`config.mk`:
```
export PLATFORM = sky130hd
export DESIGN_NAME = im_loader
export DESIGN_NICKNAME = d
export VERILOG_FILES = /design/src/rtl/im_loader.sv
export SDC_FILE = /design/constraint.sdc
export NUM_CORES = 1
export LEC_CHECK = 0
export ABC_AREA = 1
export CORE_ASPECT_RATIO = 1.1
export CORE_UTILIZATION = 44
export CTS_CLUSTER_SIZE = 20
export DETAILED_ROUTE_END_ITERATION = 12
export GPL_ROUTABILITY_DRIVEN = 0
export GPL_TIMING_DRIVEN = 1
export PLACE_DENSITY_LB_ADDON = 0.2
export SYNTH_ARGS = -nofsm -noshare
export SYNTH_HDL_FRONTEND = slang
export SYNTH_SLANG_ARGS = --single-unit
```
`constraint.sdc`:
```
create_clock -name clk -period 5.1 [get_ports clk]
set_input_delay 1.02 -clock clk [delete_from_list [all_inputs] [get_ports clk]]
set_output_delay 1.02 -clock clk [all_outputs]
set_load 0.005 [all_outputs]
```
`src/rtl/im_loader.sv`:
```
// Boot-time instruction-memory loader: packs a byte stream big-endian into 32-bit words,
// writes them from address 0, then releases the core. Optional checksum byte: IM_LOADER_CHECKSUM_EN.
module im_loader (
  input  logic        clk,
  input  logic        rst_f,
  input  logic        start,
  input  logic [15:0] word_cnt,
  input  logic [7:0]  in_data,
  input  logic        in_valid,
  output logic        in_ready,
  output logic        im_we,
  output logic [15:0] im_addr,
  output logic [31:0] im_wdata,
  output logic        cpu_rst_f,
  output logic        busy,
  output logic        done,
  output logic        err
);

  typedef enum logic [2:0] {IDLE, LOAD, WRITE, CHECK, DONE} state_t;

  state_t      state, state_nxt;
  logic [15:0] wc_q;
  logic [1:0]  byte_cnt;
  logic        accept;
  logic        start_ok;
  logic        last_word;

`ifdef IM_LOADER_CHECKSUM_EN
  logic [7:0]  csum;
  logic        err_q;
  assign err = err_q;
`else
  assign err = 1'b0;
`endif

  always_comb begin
    in_ready  = (state == LOAD) || (state == CHECK);
    im_we     = (state == WRITE);
    busy      = (state == LOAD) || (state == WRITE) || (state == CHECK);
    done      = (state == DONE) && !err;
    cpu_rst_f = (state == DONE) && !err;
    accept    = in_ready && in_valid;
    start_ok  = start && ((state == IDLE) || (state == DONE));
    // Widened so a full 0xFFFF-word load cannot wrap the comparison.
    last_word = ({1'b0, im_addr} + 17'd1) >= {1'b0, wc_q};
  end

  always_comb begin
    state_nxt = state;
    case (state)
      IDLE, DONE: begin
        if (start_ok) state_nxt = (word_cnt == 16'd0) ? DONE : LOAD;
      end
      LOAD: begin
        if (accept && (byte_cnt == 2'd3)) state_nxt = WRITE;
      end
      WRITE: begin
        if (!last_word) begin
          state_nxt = LOAD;
        end else begin
`ifdef IM_LOADER_CHECKSUM_EN
          state_nxt = CHECK;
`else
          state_nxt = DONE;
`endif
        end
      end
      CHECK: begin
        if (accept) state_nxt = DONE;
      end
      default: state_nxt = IDLE;
    endcase
  end

  always_ff @(posedge clk) begin
    if (!rst_f) begin
      state    <= IDLE;
      im_addr  <= 16'd0;
      im_wdata <= 32'd0;
      byte_cnt <= 2'd0;
      wc_q     <= 16'd0;
`ifdef IM_LOADER_CHECKSUM_EN
      csum     <= 8'd0;
      err_q    <= 1'b0;
`endif
    end else begin
      state <= state_nxt;
      if (start_ok) begin
        wc_q     <= word_cnt;
        im_addr  <= 16'd0;
        byte_cnt <= 2'd0;
`ifdef IM_LOADER_CHECKSUM_EN
        csum     <= 8'd0;
        err_q    <= 1'b0;
`endif
      end else begin
        if ((state == LOAD) && accept) begin
          im_wdata <= {im_wdata[23:0], in_data};
          byte_cnt <= byte_cnt + 2'd1;
`ifdef IM_LOADER_CHECKSUM_EN
          csum     <= csum ^ in_data;
`endif
        end
        if (state == WRITE) im_addr <= im_addr + 16'd1;
`ifdef IM_LOADER_CHECKSUM_EN
        if ((state == CHECK) && accept) err_q <= (in_data != csum);
`endif
      end
    end
  end

endmodule
```
; ---- Yosys cells after proc, flatten, opt, wreduce, memory -nomap -nowiden
; Cells that the tools add are included.
[classes]
addsub = 3
mul = 0
n_div = 0
magnitude_cmp = 1
eq_ne = 8
shift = 0
n_mux = 6
bitwise = 2
n_reduce_logical = 14
[op_table]
columns = operator, n
row1 = $add 16x1->17 const B, 1
row2 = $ge 17x16->1, 1
row3 = $add 16x1->16 const B, 1
row4 = $logic_not 16->1, 1
row5 = $mux 3, 5
row6 = $pmux 3 s4, 1
row7 = $eq 3x2->1 const B, 2
row8 = $logic_and 1x1->1, 4
row9 = $logic_or 1x1->1, 4
row10 = $ne 2x2->1 const B, 2
row11 = $reduce_or 2->1, 2
row12 = $eq 3x1->1 const B, 1
row13 = $eq 3x3->1 const B, 1
row14 = $logic_not 3->1, 1
row15 = $reduce_and 3->1, 1
row16 = $add 2x1->2 const B, 1
row17 = $eq 2x2->1 const B, 1
row18 = $ne 2x1->1 const B, 1
row19 = $not 1->1, 2
row20 = $reduce_and 2->1, 1
[totals]
register_bits = 69
latch_bits = 0
mem_bits_rw = 0
mem_bits_ro = 0
in_bits = 28
output_inout_bits = 54
word_cells = 39
mem_count = 0

; ---- Logic depth before layout (Yosys ltp)
; Gate-level depths: netlist of the first run.
[logic_depth]
ltp_word = 6
depth_mapped = 20
depth_no_buf = 20

; ---- Worst setup path before layout of the first run
; Ideal clock, no wire load.
[synth_path]
path_kind = register -> register
start = register im_addr[0]
end = register state[2]
setup_time_ps = 121
arrival_ps = 2333
t_required_ps = 4979
setup_slack_ps = 2646
stages_incl_launch_ff = 21
path_buffers = 0
period_less_slack_ps = 2454
cell_sequence = dfxtp_1 ha_1 nand2_1 nor2_1 nand3_1 nand3b_1 xor2_1 inv_1 ha_1 nand2_1 inv_1 nand2_1 nor2_1 nand2_1 nand3_1 nor2_1 nand2_1 nand2_1 nand2_1 nand2_1 a21oi_1
[synth_via]
elab_chain_len = 4
[synth_rtl]
columns = item, line_no
row1 = start: declaration, 12  ; output logic [15:0] im_addr,
row2 = start signal: assignment, 105  ; if (state == WRITE) im_addr <= im_addr + 16'd1;
row3 = $add 16x1->17, 46  ; last_word = ({1'b0, im_addr} + 17'd1) >= {1'b0, wc_q};
row4 = $ge 17x16->1, 46
row5 = $mux 3, 59  ; if (!last_word) begin
row6 = $pmux 3 s4, 51  ; case (state)
row7 = end signal: assignment, 88  ; state <= state_nxt;
row8 = end: declaration, 22  ; state_t state, state_nxt;
; Every way passes these cells.
; A chain may end at the register's enable or synchronous reset.

; ---- Worst setup path in the final report of the first run
; Same ends and word-level chain as after synthesis.

==> results by group, run 1 <==
Outcome
  • Status: finished, final reports clean

CTS
  • Cell chosen for the clock root: clkbuf_8
  • Depth of the CTS H-tree: 3
  • Hold-fix buffers, CTS: 0
  • Clock-pin slew on the worst setup and hold paths: about 0.07 ns
  • CTS tree: built
  • Worst skew pair latency: approximately 0.35 ns
  • CTS max path bufs: 2
  • Post-CTS Setup Bufs: 0
  • Post-CTS resize count: 0
  • Sink Count: 69
  • Num CTS Buffers: 9

Drt
  • Max layer used: met4
  • Mean routed wirelength per cell: between 10 and 15 µm
  • Met3 wire length: 417 µm
  • Via Count: between 3000 and 4000
  • Met1 Wirelength: roughly 3700 µm
  • Post-route ant nets: 0
  • Number of DRC markers in iteration 0: 174
  • Met2 wire length: around 3400 µm
  • DRC Markers: 0
  • DR pass1 iterations: 5
  • Drt total wl: 7659 µm
  • Vias per cell: a little under 5

GRT
  • Overall Global Routing Usage: approximately 20%
  • Vias in the first global route: roughly 2700
  • First-pass GRT wire length: 12430 µm
  • Initial antenna violation count: 0
  • Grt ovf: 0
  • Pin count of the biggest net entering global routing: 50

STA
  • Setup TNS: 0 ns
  • Fmax: between 0.3 and 0.4 GHz
  • RSZ-0062 raised after global routing: no
  • # setup viols final: 0
  • Max-slew violation count: 0
  • Fin crit share: 53.84%
  • Final Hold Violating Endpoints: 0
  • Actual slew at the worst max-slew pin: about 0.78 ns
  • Clk_skew: a little over 0.009 ns
  • Final min period: around 2.7 ns
  • Worst rel slew slack: 48.15%

Pwr
  • Static Leak: around 1.9 nW
  • Maximum vdd drop: roughly 0.20 mV
  • Power Total: roughly 1.9 mW
  • Pwr dens: 423.1 nW/µm²

Floorplan
  • Row count: 33
  • Initial Util: a little under half
  • Die Footprint: 8009 µm²
  • IO Count: just over 80
  • Core area: 7432 µm²
  • Height of the chip: roughly 94 µm
  • Die width: between 80 and 90 µm

Synth
  • Synthesized area per cell: 7.136 µm²
  • Commonest cells in the netlist: nor2_1, dfxtp_1, inv_1
  • Mapped Nets: 518
  • Dominant cell type by area after synthesis: dfxtp_1
  • Count leader, synth: nor2_1
  • Yosys top cell area share: 41.01%
  • Synth Flop Type: dfxtp_1
  • Yosys reg bits: 69
  • Post-Synthesis Cells: ~470
  • EDFF count, synth: 0
  • Synth area leaders: dfxtp_1, nor2_1, o21ai_0, ha_1, inv_1
  • Sequential area share after synthesis: around two fifths
  • Ys async rst share: 0%
  • Synth Warn #: 0
  • Synth cell types: 32
  • Mapped cell area: between 3000 and 4000 µm²

Final layout
  • Ant. Diodes: 0
  • Fraction of final layout cells sized beyond drive strength 1: under 10%
  • Area growth, synth to finish: 30.72%
  • Filler Cell Count: 716
  • Nets: 591

Setup path
  • Crit-path max FO: 6
  • WP data arrival: approximately 3.0 ns
  • CP Class: register to register
  • Slowest cell delay on critical path: between 0.4 and 0.5 ns
  • Worst endpoint required time: approximately 5.3 ns
  • Most used cell, CP: nand2_1
  • CP startpoint kind: register
  • CP Capture Type: register
  • CP Cell Sequence: ha_1 > nand2_1 > nor2_1 > nand3_1 > nand3b_1 > xor2_1 > inv_1 > ha_1 > nand2_1 > inv_1 > nand2_1 > nor2_1 > nand2_1 > nand3_1 > nor2_1 > nand2_1 > nand2_1 > nand2_1 > nand2_1 > a21oi_1
  • CP max-delay cell: dfxtp_1

Run
  • Max_cap viols: 0

Worst hold path
  • Worst Hold Class: register to register

Place
  • Buffers on Ports: 80
  • Hpwl dp: around 5700 µm
per-stage QoR:
step / area, µm² / hold slack (ns) / utilization (%) / worst slack [ns] / std cells
final: 4403 / 0.4622 / 59.24 / 2.354 / 635
after global routing: 4403 / 0.4868 / 59.24 / 2.108 / 635
after CTS: 4403 / 0.4652 / 59.24 / 2.352 / 635
after detailed placement: 4202 / 0.4553 / 56.53 / 2.248 / 621
after global placement: 4202 / 0.4492 / 56.53 / 2.292 / 621
after floorplan: 3368 / 0.4353 / - / 2.646 / 472
flip-flops by register name, summed over array words and instances (netlist names):
register	cells
byte_cnt	2
im_addr	16
im_wdata	32
state	3
wc_q	16
power breakdown:
part	total [mW]	internal [mW]	switching [mW]
Combinational	0.667	0.308	0.359
Sequential	0.726	0.652	0.0745
Clock	0.469	0.268	0.201
Total	1.86	1.23	0.635
final cells by class:
cell class | instances | area, µm² | share of cell area, %
Clock buffer | 9 | 123.9 | 2.813
Clock inverter | 5 | 77.57 | 1.762
Inverter | 64 | 240.2 | 5.456
Multi-Input combinational cell | 319 | 1655 | 37.60
Sequential cell | 69 | 1381 | 31.37
Tap cell | 87 | 108.9 | 2.472
Timing Repair Buffer | 82 | 815.8 | 18.53
cells by family after synthesis:
family	share of synthesized area [%]
flip-flops	41.01
AND/OR/NAND/NOR	23.29
XOR/XNOR	2.860
adder cells (fa/ha/maj)	6.687
AO/OA/AOI/OAI	16.20
other	0.1113
buffers and inverters	9.844
placed cells by master, fill, tap and decap left out, types with 7 or more instances in the layout:
cell type / n
a21oi_1: 37
o21ai_1: 7
ha_1: 18
nand2_1: 55
clkdlybuf4s50_1: 80
xor2_1: 10
clkbuf_8: 9
o21ai_0: 56
nor2_1: 98
dfxtp_1: 69
inv_1: 59
per-layer routing:
| metal | GRT usage [%] | vias to the layer above |
|---|---|---|
| li1 | - | 1648 |
| met1 | 27.42 | 1374 |
| met2 | 29.87 | 82 |
| met3 | 4.745 | 12 |
| met4 | 6.944 | 0 |
| met5 | 0 | - |
worst max-delay path: cells and delay by family (launching register included):
family | cells | cell delay [ns]
buf+inv | 2 | 0.12
compound gates | 1 | 0.05
xor+xnor | 1 | 0.19
fa+ha+maj | 2 | 0.51
flops | 1 | 0.42
simple gates | 14 | 1.34
final timing paths:
kind                                 start  endpoint  cells after the start  slack [ns]
worst max register to register  im_addr[0]  state[2]                     20        2.35
worst min-delay path               wc_q[9]   wc_q[9]                      2        0.46
worst min register to register     wc_q[9]   wc_q[9]                      2        0.46
worst max-delay path            im_addr[0]  state[2]                     20        2.35
Note: power is estimated with default switching activity, not from simulation.
==> inputs of run 2 (changes only) <==
Clock period 5.1 ns to 2.5 ns, I/O delays scaled along.
==> results by group, run 2 (synthesis results as in run 1) <==
Outcome
  • Status: finished, final reports clean (unchanged)

STA
  • Final Hold Violating Endpoints: 0 (unchanged)
  • Clk_skew: 0.01109 ns (was 0.009238 ns)
  • RSZ-0062 raised after global routing: yes (was no)
  • Actual slew at the worst max-slew pin: 0.7516 ns (was 0.7770 ns)
  • Fin crit share: 98.91% (was 53.84%)
  • Fin worst setup slack: 0.02717 ns (was 2.354 ns)
  • Hold Slack: 0.4663 ns (was 0.4622 ns)
  • Final min period: 2.473 ns (was 2.746 ns)
  • Worst rel slew slack: 49.84% (was 48.15%)
  • Setup TNS: 0 ns (unchanged)
  • Fmax: 0.4044 GHz (was 0.3642 GHz)
  • # setup viols final: 0 (unchanged)
  • Max-slew violation count: 0 (unchanged)

Place
  • DP Cell Count: 631 (was 621)
  • Buffers on Ports: 80 (unchanged)
  • Placed Instance Area: 4277 µm² (was 4202 µm²)
  • Hpwl dp: 5849 µm (was 5655 µm)
  • Worst slack at placement: 0.009412 ns (was 2.248 ns)

Drt
  • Drt total wl: 8231 µm (was 7659 µm)
  • Met3 wire length: 366 µm (was 417 µm)
  • DR pass1 iterations: 4 (was 5)
  • Number of DRC markers in iteration 0: 111 (was 174)
  • Met1 Wirelength: 3903 µm (was 3718 µm)
  • Max layer used: met4 (unchanged)
  • Via Count: 3233 (was 3116)
  • DRC Markers: 0 (unchanged)
  • Met2 wire length: 3764 µm (was 3413 µm)
  • Mean routed wirelength per cell: 12.70 µm (was 12.06 µm)
  • Vias per cell: 4.989 (was 4.907)
  • Post-route ant nets: 0 (unchanged)

Final layout
  • Final Non-Filler Cells: 648 (was 635)
  • Area growth, synth to finish: 39.52% (was 30.72%)
  • Fraction of final layout cells sized beyond drive strength 1: 14.80% (was 5.657%)
  • Nets: 603 (was 591)
  • Max FFs per register: 32 (unchanged)
  • Biggest register: im_wdata (unchanged)
  • Most frequent cells in the layout: nor2_1, clkdlybuf4s50_1, dfxtp_1 (unchanged)
  • Final instance area: 4700 µm² (was 4403 µm²)
  • Ant. Diodes: 0 (unchanged)
  • Leading cell type in the layout, fill and taps excluded: nor2_1 (unchanged)
  • Filler Cell Count: 669 (was 716)
  • Biggest regs: im_wdata: 32 flops, im_addr: 16 flops, wc_q: 16 flops (unchanged)
  • Final Core Density: 63.23% (was 59.24%)

GRT
  • Initial antenna violation count: 0 (unchanged)
  • First-pass GRT wire length: 13370 µm (was 12430 µm)
  • Overall Global Routing Usage: 21.18% (was 19.77%)
  • Vias in the first global route: 2932 (was 2654)
  • Grt ovf: 0 (unchanged)
  • Pin count of the biggest net entering global routing: 49 (was 50)

CTS
  • Cell chosen for the clock root: clkbuf_8 (unchanged)
  • Sink Count: 69 (unchanged)
  • Hold-fix buffers, CTS: 0 (unchanged)
  • CTS max path bufs: 2 (unchanged)
  • Num CTS Buffers: 9 (unchanged)
  • Worst skew pair latency: 0.34 ns (was 0.35 ns)
  • CTS tree: built (unchanged)
  • Depth of the CTS H-tree: 3 (unchanged)
  • Clock-pin slew on the worst setup and hold paths: 0.08 ns (was 0.07 ns)

Setup path
  • CP Cell Sequence: inv_2 > nor4_4 > nand2_1 > nor2_2 > xnor2_2 > inv_1 > ha_4 > nand2_1 > inv_1 > nand2_1 > nor2_1 > nand2_1 > nand3_2 > nor2_2 > nand2_1 > nand2_1 > nand2_1 > nand2_2 > a21oi_2 (was ha_1 > nand2_1 > nor2_1 > nand3_1 > nand3b_1 > xor2_1 > inv_1 > ha_1 > nand2_1 > inv_1 > nand2_1 > nor2_1 > nand2_1 > nand3_1 > nor2_1 > nand2_1 > nand2_1 > nand2_1 > nand2_1 > a21oi_1)
  • Worst Path Buf+Inv: 3 (was 2)
  • Most used cell, CP: nand2_1 (unchanged)
  • Crit path max-delay family: simple AND/OR/NAND/NOR gates (unchanged)
  • Worst endpoint required time: 2.78 ns (was 5.33 ns)
  • WP data arrival: 2.76 ns (was 2.97 ns)
  • CP Capture Type: register (unchanged)
  • CP startpoint kind: register (unchanged)
  • Slowest cell delay on critical path: 0.38 ns (was 0.42 ns)
  • Crit-path max FO: 5 (was 6)
  • CP Class: register to register (unchanged)
  • CP max-delay cell: dfxtp_4 (was dfxtp_1)

Floorplan
  • Height of the chip: 93.77 µm (unchanged)
  • Die width: 85.42 µm (unchanged)
  • Initial Util: 45.32% (unchanged)
  • Die Footprint: 8009 µm² (unchanged)
  • Core area: 7432 µm² (unchanged)
  • Row count: 33 (unchanged)
  • IO Count: 82 (unchanged)

Pwr
  • Power Total: 3.868 mW (was 1.863 mW)
  • Pwr dens: 823.1 nW/µm² (was 423.1 nW/µm²)
  • Maximum vdd drop: 0.6026 mV (was 0.2011 mV)
  • Static Leak: 2.020 nW (was 1.911 nW)

Run
  • Max_cap viols: 0 (unchanged)

Worst hold path
  • Worst Hold Class: register to register (unchanged)
run 2: cell types whose count changed in the layout (fill, tap and decap cells not counted), moves of 3 or more:
cell | before | now
nand2_1 | 55 | 46
nor4_1 | 3 | 0
nand2_2 | 1 | 8
buf_4 | 2 | 13
dfxtp_4 | 0 | 4
ha_1 | 18 | 13
inv_1 | 59 | 54
dfxtp_1 | 69 | 63
nor2_1 | 98 | 94
nor2_4 | 1 | 4
inv_2 | 5 | 9
ha_4 | 0 | 5
run 2: area by class of cell:
cell class	instances	area, µm²	area share (%)
Timing Repair Buffer	94	909.6	19.36
Inverter	64	242.7	5.165
Multi-Input combinational cell	319	1842	39.19
Tap cell	87	108.9	2.316
Sequential cell	69	1399	29.77
Clock inverter	5	60.06	1.278
Clock buffer	10	137.6	2.929
run 2: worst reg2reg max path, stage by stage (launching register included):
cell     delay (ns)
dfxtp_4        0.38
inv_2          0.06
nor4_4         0.34
nand2_1        0.12
nor2_2         0.16
xnor2_2        0.14
inv_1          0.10
ha_4           0.28
nand2_1        0.05
inv_1          0.05
nand2_1        0.05
nor2_1         0.11
nand2_1        0.09
nand3_2        0.08
nor2_2         0.04
nand2_1        0.06
nand2_1        0.04
nand2_1        0.08
nand2_2        0.06
a21oi_2        0.12
run 2: what timing repair did:
item                       4_1_cts  5_1_grt
pin swaps                        0       26
gates cloned                     0        0
hold endpoints to repair         0        0
buffers inserted                 0        2
setup endpoints to repair        2        2
resized for setup                2       50
run 2: worst paths after layout:
| check | from | endpoint | slack (ns) | depth (start not counted) |
|---|---|---|---|---|
| worst max-delay path | im_addr[5] | state[2] | 0.03 | 19 |
| worst min-delay path | wc_q[7] | wc_q[7] | 0.47 | 2 |
| worst max register to register | im_addr[5] | state[2] | 0.03 | 19 |
| worst min register to register | wc_q[7] | wc_q[7] | 0.47 | 2 |
run 2: power breakdown:
part	internal, mW	switching (mW)
sequential	1.33	0.152
clock	0.486	0.423
combinational	0.686	0.791
total	2.50	1.37
run 2: per-layer routing:
metal,vias to the layer above,track usage (%)
met5,-,0
met4,0,9.722
met3,22,4.482
met2,94,32.87
met1,1439,28.16
li1,1678,-
==> inputs of run 3 (changes only) <==
Settings changed: SETUP_SLACK_MARGIN set to 0.05.
==> results by group, run 3 (synthesis results as in run 1) <==
Floorplan
  • Height of the chip: 93.77 µm (unchanged)
  • Die width: 85.42 µm (unchanged)
  • Core area: 7432 µm² (unchanged)
  • Die Footprint: 8009 µm² (unchanged)
  • Row count: 33 (unchanged)
  • IO Count: 82 (unchanged)
  • Initial Util: 45.32% (unchanged)

Drt
  • DRC Markers: 0 (unchanged)
  • Post-route ant nets: 0 (unchanged)
  • Met1 Wirelength: 4045 µm (was 3903 µm)
  • Via Count: 3322 (was 3233)
  • Met3 wire length: 310 µm (was 366 µm)
  • Mean routed wirelength per cell: 13.15 µm (was 12.70 µm)
  • Vias per cell: 5.056 (was 4.989)
  • Drt total wl: 8637 µm (was 8231 µm)
  • Max layer used: met4 (unchanged)
  • DR pass1 iterations: 4 (unchanged)
  • Met2 wire length: 4130 µm (was 3764 µm)
  • Number of DRC markers in iteration 0: 170 (was 111)

STA
  • Fin crit share: 97.25% (was 98.91%)
  • Final min period: 2.431 ns (was 2.473 ns)
  • # setup viols final: 0 (unchanged)
  • Final Hold Violating Endpoints: 0 (unchanged)
  • RSZ-0062 raised after global routing: yes (unchanged)
  • Fin worst setup slack: 0.06876 ns (was 0.02717 ns)
  • Actual slew at the worst max-slew pin: 0.5721 ns (was 0.7516 ns)
  • Fmax: 0.4113 GHz (was 0.4044 GHz)
  • Max-slew violation count: 0 (unchanged)
  • Setup TNS: 0 ns (unchanged)
  • Clk_skew: 0.009143 ns (was 0.01109 ns)
  • Worst rel slew slack: 61.82% (was 49.84%)

Place
  • Worst slack at placement: -0.05563 ns (was 0.009412 ns)
  • DP Cell Count: 634 (was 631)
  • Buffers on Ports: 80 (unchanged)
  • Placed Instance Area: 4302 µm² (was 4277 µm²)
  • Hpwl dp: 5874 µm (was 5849 µm)

Worst hold path
  • Hold path depth: 2 (unchanged)
  • Worst Hold Class: register to register (unchanged)
  • WHS Endpoint: wc_q[7] (unchanged)
  • Hold Startpoint: wc_q[7] (unchanged)

CTS
  • Cell chosen for the clock root: clkbuf_8 (unchanged)
  • Worst skew pair latency: 0.34 ns (about the same)
  • Hold-fix buffers, CTS: 0 (unchanged)
  • Clock-pin slew on the worst setup and hold paths: 0.08 ns (about the same)
  • Depth of the CTS H-tree: 3 (unchanged)
  • CTS max path bufs: 2 (unchanged)
  • Sink Count: 69 (unchanged)
  • CTS tree: built (unchanged)
  • Num CTS Buffers: 9 (unchanged)

GRT
  • First-pass GRT wire length: 13240 µm (was 13370 µm)
  • Pin count of the biggest net entering global routing: 49 (unchanged)
  • Initial antenna violation count: 0 (unchanged)
  • Grt ovf: 0 (unchanged)
  • Vias in the first global route: 2912 (was 2932)
  • Overall Global Routing Usage: 20.89% (was 21.18%)

Setup path
  • Slowest cell delay on critical path: 0.38 ns (about the same)
  • Worst Reg2Reg Path Length in Cells: 20 (was 19)
  • CP Class: register to register (unchanged)
  • Worst R2R Start: im_addr[1] (was im_addr[5])
  • CP startpoint kind: register (unchanged)
  • CP Capture Type: register (unchanged)
  • Crit-path max FO: 3 (was 5)
  • Worst endpoint required time: 2.78 ns (about the same)
  • Worst r2r dst: state[2] (unchanged)
  • CP max-delay cell: dfxtp_4 (unchanged)
  • Most used cell, CP: nand2_1 (unchanged)
  • Reg2Reg Setup Slack: 0.07 ns (was 0.03 ns)
  • WP data arrival: 2.71 ns (was 2.76 ns)
  • CP Cell Sequence: ha_4 > nand2_4 > nor2_4 > nand3_2 > nand3b_1 > xor2_1 > inv_1 > ha_4 > nand2_4 > inv_2 > nand2_1 > nor2_1 > nand2_1 > nand3_2 > nor2_2 > nand2_1 > nand2_1 > nand2_1 > nand2_1 > a21oi_2 (was inv_2 > nor4_4 > nand2_1 > nor2_2 > xnor2_2 > inv_1 > ha_4 > nand2_1 > inv_1 > nand2_1 > nor2_1 > nand2_1 > nand3_2 > nor2_2 > nand2_1 > nand2_1 > nand2_1 > nand2_2 > a21oi_2)

Final layout
  • Most frequent cells in the layout: nor2_1, clkdlybuf4s50_1, dfxtp_1 (unchanged)
  • Biggest register: im_wdata (unchanged)
  • Biggest regs: im_wdata: 32 flops, im_addr: 16 flops, wc_q: 16 flops (unchanged)
  • Fraction of final layout cells sized beyond drive strength 1: 19.12% (was 14.80%)
  • Leading cell type in the layout, fill and taps excluded: nor2_1 (unchanged)
  • Nets: 611 (was 603)
  • Final Non-Filler Cells: 657 (was 648)
  • Final instance area: 4841 µm² (was 4700 µm²)
  • Final Core Density: 65.13% (was 63.23%)
  • Area growth, synth to finish: 43.72% (was 39.52%)
  • Max FFs per register: 32 (unchanged)
  • Ant. Diodes: 0 (unchanged)

Pwr
  • Maximum vdd drop: 0.4864 mV (was 0.6026 mV)
  • Static Leak: 2.090 nW (was 2.020 nW)
  • Pwr dens: 802.2 nW/µm² (was 823.1 nW/µm²)

Outcome
  • Status: finished, final reports clean (unchanged)

Run
  • Max_cap viols: 0 (unchanged)
## run 3: worst max-delay path: cells and delay by family (launching register included)
| family | cells | cell delay (ns) |
|---|---|---|
| AND/OR/NAND/NOR | 14 | 1.11 |
| adder cells (fa/ha/maj) | 2 | 0.44 |
| flip-flops | 1 | 0.38 |
| XOR/XNOR | 1 | 0.21 |
| buffers and inverters | 2 | 0.15 |
| AO/OA/AOI/OAI | 1 | 0.10 |
## run 3: what timing repair did
item                                    CTS  global route
endpoints found under the setup margin    2             2
resized for setup                         7            66
pin swaps                                 5            32
buffers inserted                          2             5
## run 3: layer usage
| metal | GRT usage [%] | up-vias |
|---|---|---|
| met1 | 27.54 | 1547 |
| met5 | 0 | - |
| met4 | 9.306 | 0 |
| met3 | 4.042 | 11 |
| li1 | - | 1692 |
| met2 | 33.07 | 72 |
## run 3: worst max path at each step
| stage | start | end | slack, ns | cells past startpoint |
|---|---|---|---|---|
| finish | im_addr[1] | state[2] | 0.07 | 20 |
| global route | im_addr[3] | state[2] | -0.12 | 19 |
| detailed placement | im_addr[0] | state[2] | -0.06 | 20 |
| floorplan | im_addr[0] | state[2] | 0.10 | 20 |
| global placement | im_addr[0] | state[2] | 0.002 | 20 |
| CTS | im_addr[0] | state[0] | 0.05 | 19 |
## run 3: metrics by stage
stage | hold slack, ns | power [mW]
global route | 0.4925 | 4.158
finish | 0.4660 | 3.883
global placement | 0.4511 | 2.868
CTS | 0.4684 | 3.757
detailed placement | 0.4585 | 2.905
floorplan | 0.4353 | 2.303
## run 3: report_power, final
part           internal, mW  switching (mW)  leakage (nW)
combinational         0.720           0.832          1.43
sequential             1.33           0.153         0.569
clock                 0.394           0.453        0.0893
## run 3: final cells by class
class	instances	area, µm²
multi-input combinational	319	1928
clock buffer	10	137.6
fill	663	2591
sequential	69	1401
inverter	64	245.2
tap	87	108.9
clock inverter	6	46.29
timing repair buffer	102	973.4
